--- src/rtl/piso_serializer_if.sv ---
// Load handshake and serial output bundle for the PISO serializer.
// The master side offers words and paces bits; the slave side is the serializer.
interface piso_serializer_if #(
    parameter int SIZE = 256
);
    logic            load_valid;
    logic            load_ready;
    logic [SIZE-1:0] p_in;
    logic            bit_en;
    logic            s_out;
    logic            shift_out;
    logic            busy;
    logic            done;

    modport master (
        output load_valid,
        output p_in,
        output bit_en,
        input  load_ready,
        input  s_out,
        input  shift_out,
        input  busy,
        input  done
    );

    modport slave (
        input  load_valid,
        input  p_in,
        input  bit_en,
        output load_ready,
        output s_out,
        output shift_out,
        output busy,
        output done
    );
endinterface

--- src/rtl/piso_serializer.sv ---
// Parallel-in/serial-out transmitter. Accepts a SIZE-bit word through a
// valid/ready handshake and emits it MSB-first, one bit per enabled cycle,
// with a shift strobe that drives a left-shifting receive register directly.
// Outputs are combinational from state, shift register and bit_en only, so
// they never depend on load_valid or p_in.
module piso_serializer #(
    parameter int SIZE = 256
) (
    input  logic                clk,
    input  logic                reset,
    piso_serializer_if.slave    bus
);
    localparam int CNT_W = $clog2(SIZE);
    localparam logic [CNT_W-1:0] CNT_LAST = CNT_W'(SIZE - 1);
    localparam logic [CNT_W-1:0] CNT_ONE  = CNT_W'(1);

    typedef enum logic [1:0] {
        IDLE  = 2'd0,
        SHIFT = 2'd1,
        DONE  = 2'd2
    } state_t;

    state_t            state_r;
    state_t            state_nx_s;
    logic [SIZE-1:0]   shreg_r;
    logic [CNT_W-1:0]  cnt_r;
    logic              accept_s;
    logic              last_bit_s;

    // A word is taken only while idle, so a held load_valid cannot disturb a word in flight.
    assign accept_s   = (state_r == IDLE) && bus.load_valid;
    assign last_bit_s = (cnt_r == CNT_LAST) && bus.bit_en;

    // State register with asynchronous abort back to IDLE.
    always_ff @(posedge clk or posedge reset) begin
        if (reset) begin
            state_r <= IDLE;
        end else begin
            state_r <= state_nx_s;
        end
    end

    // Next-state logic: DONE follows the last enabled bit, then returns to IDLE.
    always_comb begin
        state_nx_s = state_r;
        case (state_r)
            IDLE: begin
                if (accept_s) begin
                    state_nx_s = SHIFT;
                end else begin
                    state_nx_s = IDLE;
                end
            end
            SHIFT: begin
                if (last_bit_s) begin
                    state_nx_s = DONE;
                end else begin
                    state_nx_s = SHIFT;
                end
            end
            DONE: begin
                state_nx_s = IDLE;
            end
            default: begin
                state_nx_s = IDLE;
            end
        endcase
    end

    // Shift register and bit counter: load on accept, shift left on each enabled bit.
    always_ff @(posedge clk or posedge reset) begin
        if (reset) begin
            shreg_r <= '0;
            cnt_r   <= '0;
        end else begin
            case (state_r)
                IDLE: begin
                    if (accept_s) begin
                        shreg_r <= bus.p_in;
                        cnt_r   <= '0;
                    end else begin
                        shreg_r <= shreg_r;
                        cnt_r   <= cnt_r;
                    end
                end
                SHIFT: begin
                    if (bus.bit_en) begin
                        shreg_r <= {shreg_r[SIZE-2:0], 1'b0};
                        // Counter saturates at the last bit index instead of wrapping.
                        if (cnt_r != CNT_LAST) begin
                            cnt_r <= cnt_r + CNT_ONE;
                        end else begin
                            cnt_r <= cnt_r;
                        end
                    end else begin
                        shreg_r <= shreg_r;
                        cnt_r   <= cnt_r;
                    end
                end
                default: begin
                    shreg_r <= shreg_r;
                    cnt_r   <= cnt_r;
                end
            endcase
        end
    end

    // Output decode from state, shift register MSB and bit_en.
    always_comb begin
        bus.load_ready = 1'b0;
        bus.busy       = 1'b0;
        bus.done       = 1'b0;
        bus.shift_out  = 1'b0;
        bus.s_out      = 1'b0;
        case (state_r)
            IDLE: begin
                bus.load_ready = 1'b1;
            end
            SHIFT: begin
                bus.busy      = 1'b1;
                bus.shift_out = bus.bit_en;
                bus.s_out     = shreg_r[SIZE-1];
            end
            DONE: begin
                bus.busy = 1'b1;
                bus.done = 1'b1;
            end
            default: begin
                bus.load_ready = 1'b0;
            end
        endcase
    end
endmodule

--- src/flat_wrapper.sv ---
// flat-port wrapper written by rule: the top's interface ports become plain ports
module piso_serializer_flat 
#(
    parameter int SIZE = 256
)
  (clk, reset, bus_load_valid, bus_p_in, bus_bit_en, bus_load_ready, bus_s_out, bus_shift_out, bus_busy, bus_done);
  piso_serializer_if #(.SIZE(SIZE)) bus_i ();
  input  logic clk;
  input  logic reset;
  input wire logic [$bits(bus_i.load_valid)-1:0] bus_load_valid;
  input wire logic [$bits(bus_i.p_in)-1:0] bus_p_in;
  input wire logic [$bits(bus_i.bit_en)-1:0] bus_bit_en;
  output wire logic [$bits(bus_i.load_ready)-1:0] bus_load_ready;
  output wire logic [$bits(bus_i.s_out)-1:0] bus_s_out;
  output wire logic [$bits(bus_i.shift_out)-1:0] bus_shift_out;
  output wire logic [$bits(bus_i.busy)-1:0] bus_busy;
  output wire logic [$bits(bus_i.done)-1:0] bus_done;
  assign bus_i.load_valid = bus_load_valid;
  assign bus_i.p_in = bus_p_in;
  assign bus_i.bit_en = bus_bit_en;
  assign bus_load_ready = bus_i.load_ready;
  assign bus_s_out = bus_i.s_out;
  assign bus_shift_out = bus_i.shift_out;
  assign bus_busy = bus_i.busy;
  assign bus_done = bus_i.done;
  piso_serializer #(.SIZE(SIZE)) u_core (.clk(clk), .reset(reset), .bus(bus_i));
endmodule
--- config.mk ---
export PLATFORM = sky130hd
export DESIGN_NAME = piso_serializer_flat
export DESIGN_NICKNAME = d
export VERILOG_FILES = /design/src/rtl/piso_serializer_if.sv /design/src/rtl/piso_serializer.sv /design/src/flat_wrapper.sv
export SDC_FILE = /design/constraint.sdc
export NUM_CORES = 1
export LEC_CHECK = 0
export ABC_CLOCK_PERIOD_IN_PS = 21300
export CELL_PAD_IN_SITES_DETAIL_PLACEMENT = 1
export CELL_PAD_IN_SITES_GLOBAL_PLACEMENT = 1
export CORE_ASPECT_RATIO = 1.4
export CORE_MARGIN = 2
export CORE_UTILIZATION = 43
export CTS_CLUSTER_DIAMETER = 40
export DETAILED_ROUTE_END_ITERATION = 8
export PLACE_DENSITY = 0.91
export SYNTH_ARGS = -nofsm -noshare
export SYNTH_HDL_FRONTEND = slang
export SYNTH_SLANG_ARGS = --single-unit
--- constraint.sdc ---
create_clock -name clk -period 21.3 [get_ports clk]
set_input_delay 4.26 -clock clk [delete_from_list [all_inputs] [get_ports clk]]
set_output_delay 4.26 -clock clk [all_outputs]
set_load 0.03 [all_outputs]
==> run summary <==
Share of cells above drive strength 1: 0.0529
Die ar.: 0.0299 mm2
Antenna viol nets, final: 0
Remaining global-route overflow: 0
Initial drt markers: 323
Post-synthesis mux area share: 0.209
Post_cts resized: 0
Core box area: 0.0282 mm2
Crit Path Max Fanout: 4
Worst slew margin: 0.173
Syn_area_per_cell: 10.5 um2
Syn Nets: 1435
First-pass GRT wire length: 55600 um
Residual DRC count: 0
Worst skew pair latency: 0.51 ns
Fin crit period: 9.95 ns
CP Launch Type: input pin
Worst reg-to-reg path cell count: 8
Via density: 5.27
Synth Area in Compound Gates: 0.114
Layout net count: 1657
Ports: 265
Status: completed
Synth unique cells: 31
Final setup vio count: 0
VDD IR-drop max: 0.0000773 V
CP endpoint kind: output port
Vias in the first global route: 10800
GRT Util Overall: 0.232
Setup Crit Path Kind: in2out
Rows: 73
Synthesis-to-finish area growth: 33.2%
Synth Area in Simple Gates: 0.0913
Synth Area in Adders: 0.00409
TritonRoute pass-1 iters: 4
Critical path arrival: 5.69 ns
Setup Slack @ Placement: 11.35 ns
Final worst path period share: 0.467
Clock Skews: 0.0169 ns
Hold Crit Class: reg2reg
Cell count after synthesis: 1171
FMAX: 100 MHz
DR vias: 9502
Largest net degree at the start of global routing: 133
Pwr Density: 117 mW/mm2
Die Y: 204 um
TritonCTS clock tree: yes
Post-synthesis sequential area ratio: 0.544
Post-Syn Area: 0.0122 mm2
Antenna violations before repair: 7
IO buf count: 264
Sink Count: 266
Clock slew at reported path FFs: 0.05 ns
DPL Wire Length: 22200 um
CTS HTree Levels: 2
Final core utilization: 0.578
Drt wl/cell: 19.4 um
Setup ws final: 11.35 ns
Post-Synth XOR/XNOR Area: 0
Number of buffers created by CTS: 35
Hold_buf cts: 0
Max cap viols: 0
WL final: 35000 um
RSZ-0062 raised after global routing: no
Post CTS Setup Buffer Count: 0
Largest buffer count on any clock path: 3
Crit path required time: 17.04 ns
Register bit total from synthesis: 266
Largest family of logic cells by synthesized area: multiplexers
Pleak: 7.75 nW
Die X: 147 um
WHS: 0.526 ns
Pins Over Slew Limit: 0
Initial Util: 0.434
Final Hold Viols: 0
Root buf cell: clkbuf_16
YS warnings: 0
GP Congestion: 0.774
Design Power: 1.90 mW
Hold depth: 2
Worst-margin pin slew: 1.24 ns
Setup_tns: 0 ns
-- synthesized netlist by cell type, drive strengths merged --
cell type | number | area share
dfrtp | 266 | 0.54
a21oi | 258 | 0.11
mux2i | 255 | 0.21
nor2 | 255 | 0.078
buf | 81 | 0.034
clkbuf | 7 | 0.0022
and3 | 5 | 0.0026
inv | 5 | 0.0015
a211o | 4 | 0.0029
ha | 4 | 0.0041
nand2 | 4 | 0.0014
nand3 | 4 | 0.0016
nand4 | 3 | 0.0015
nor3 | 3 | 0.0012
a22o | 2 | 0.0014
and4 | 2 | 0.0014
nor2b | 2 | 0.0010
o21ai | 2 | 0.00082
a211oi | 1 | 0.0010
a21boi | 1 | 0.00061
a221o | 1 | 0.00082
a41o | 1 | 0.00082
and2 | 1 | 0.00051
mux2 | 1 | 0.00092
nand2b | 1 | 0.00051
nand3b | 1 | 0.00061
nor3b | 1 | 0.00061
-- flip-flops by register name (all words and copies together), names as in the netlist --
register        cells
u_core.shreg_r    256
u_core.cnt_r        8
u_core.state_r      2
-- logic make-up after synthesis --
logic type | Yosys count
AOI/OAI and AO/OA | 270
adders and majority gates | 4
buffers and inverters | 93
DFF | 266
muxes | 256
and+or+nand+nor | 282
-- report_power, final --
group	internal, mW	switching, mW
combinational	0.220	0.233
clock	0.396	0.232
sequential	0.700	0.121
total	1.32	0.586
-- path summary, 6_finish.rpt --
path	slack [ns]	end	start
hold / removal	0.53	u_core.shreg_r[99]	u_core.shreg_r[99]
min in group asynchronous	4.31	u_core.shreg_r[132]	reset
setup / recovery	11.35	bus_shift_out	bus_bit_en
hold reg to reg	0.53	u_core.shreg_r[99]	u_core.shreg_r[99]
setup reg to reg	16.40	u_core.shreg_r[199]	u_core.state_r[1]
max in group asynchronous	15.41	u_core.shreg_r[12]	reset
-- per-layer routing --
| metal | track usage | routed length, um | up-vias |
|---|---|---|---|
| met5 | 0 | 0 | - |
| met4 | 0.0940 | 1260 | 0 |
| met3 | 0.0474 | 1610 | 74 |
| met2 | 0.443 | 19300 | 231 |
| met1 | 0.249 | 12800 | 4658 |
| li1 | - | - | 4539 |
-- final cells by class --
class | count | area, um2
diodes | 8 | 20.0
clock buffers | 44 | 992
clock inverters | 19 | 269
fillers | 2982 | 11900
inverters | 5 | 26.3
multi-input cells | 812 | 5150
flip-flops and latches | 266 | 6660
well taps | 375 | 469
repair buffers | 273 | 2720
-- worst max-delay path: stages --
cell	delay (ns)
clkdlybuf4s50_1	0.49
nand2_2	0.11
inv_1	0.15
clkdlybuf4s50_1	0.68
-- through the flow --
step,std cells,instance area (um2)
finish,1802,16300
global route,1802,16300
global placement,1731,15000
floorplan,1171,12200
detailed placement,1731,15000
CTS,1794,16300
-- cell usage in the layout, fill, tap and decap left out, drive strengths merged, types with 3 or more instances in the layout --
cell / count
clkbuf: 44
a21oi: 258
nand4: 3
a211o: 4
nor3: 3
clkdlybuf4s50: 264
buf: 9
nand2: 4
clkinv: 6
diode: 8
nor2: 255
mux2i: 255
dfrtp: 266
nand3: 4
and3: 5
inv: 10
clkinvlp: 3
ha: 4
bufinv: 5
Note: power is estimated with default switching activity, not from simulation.
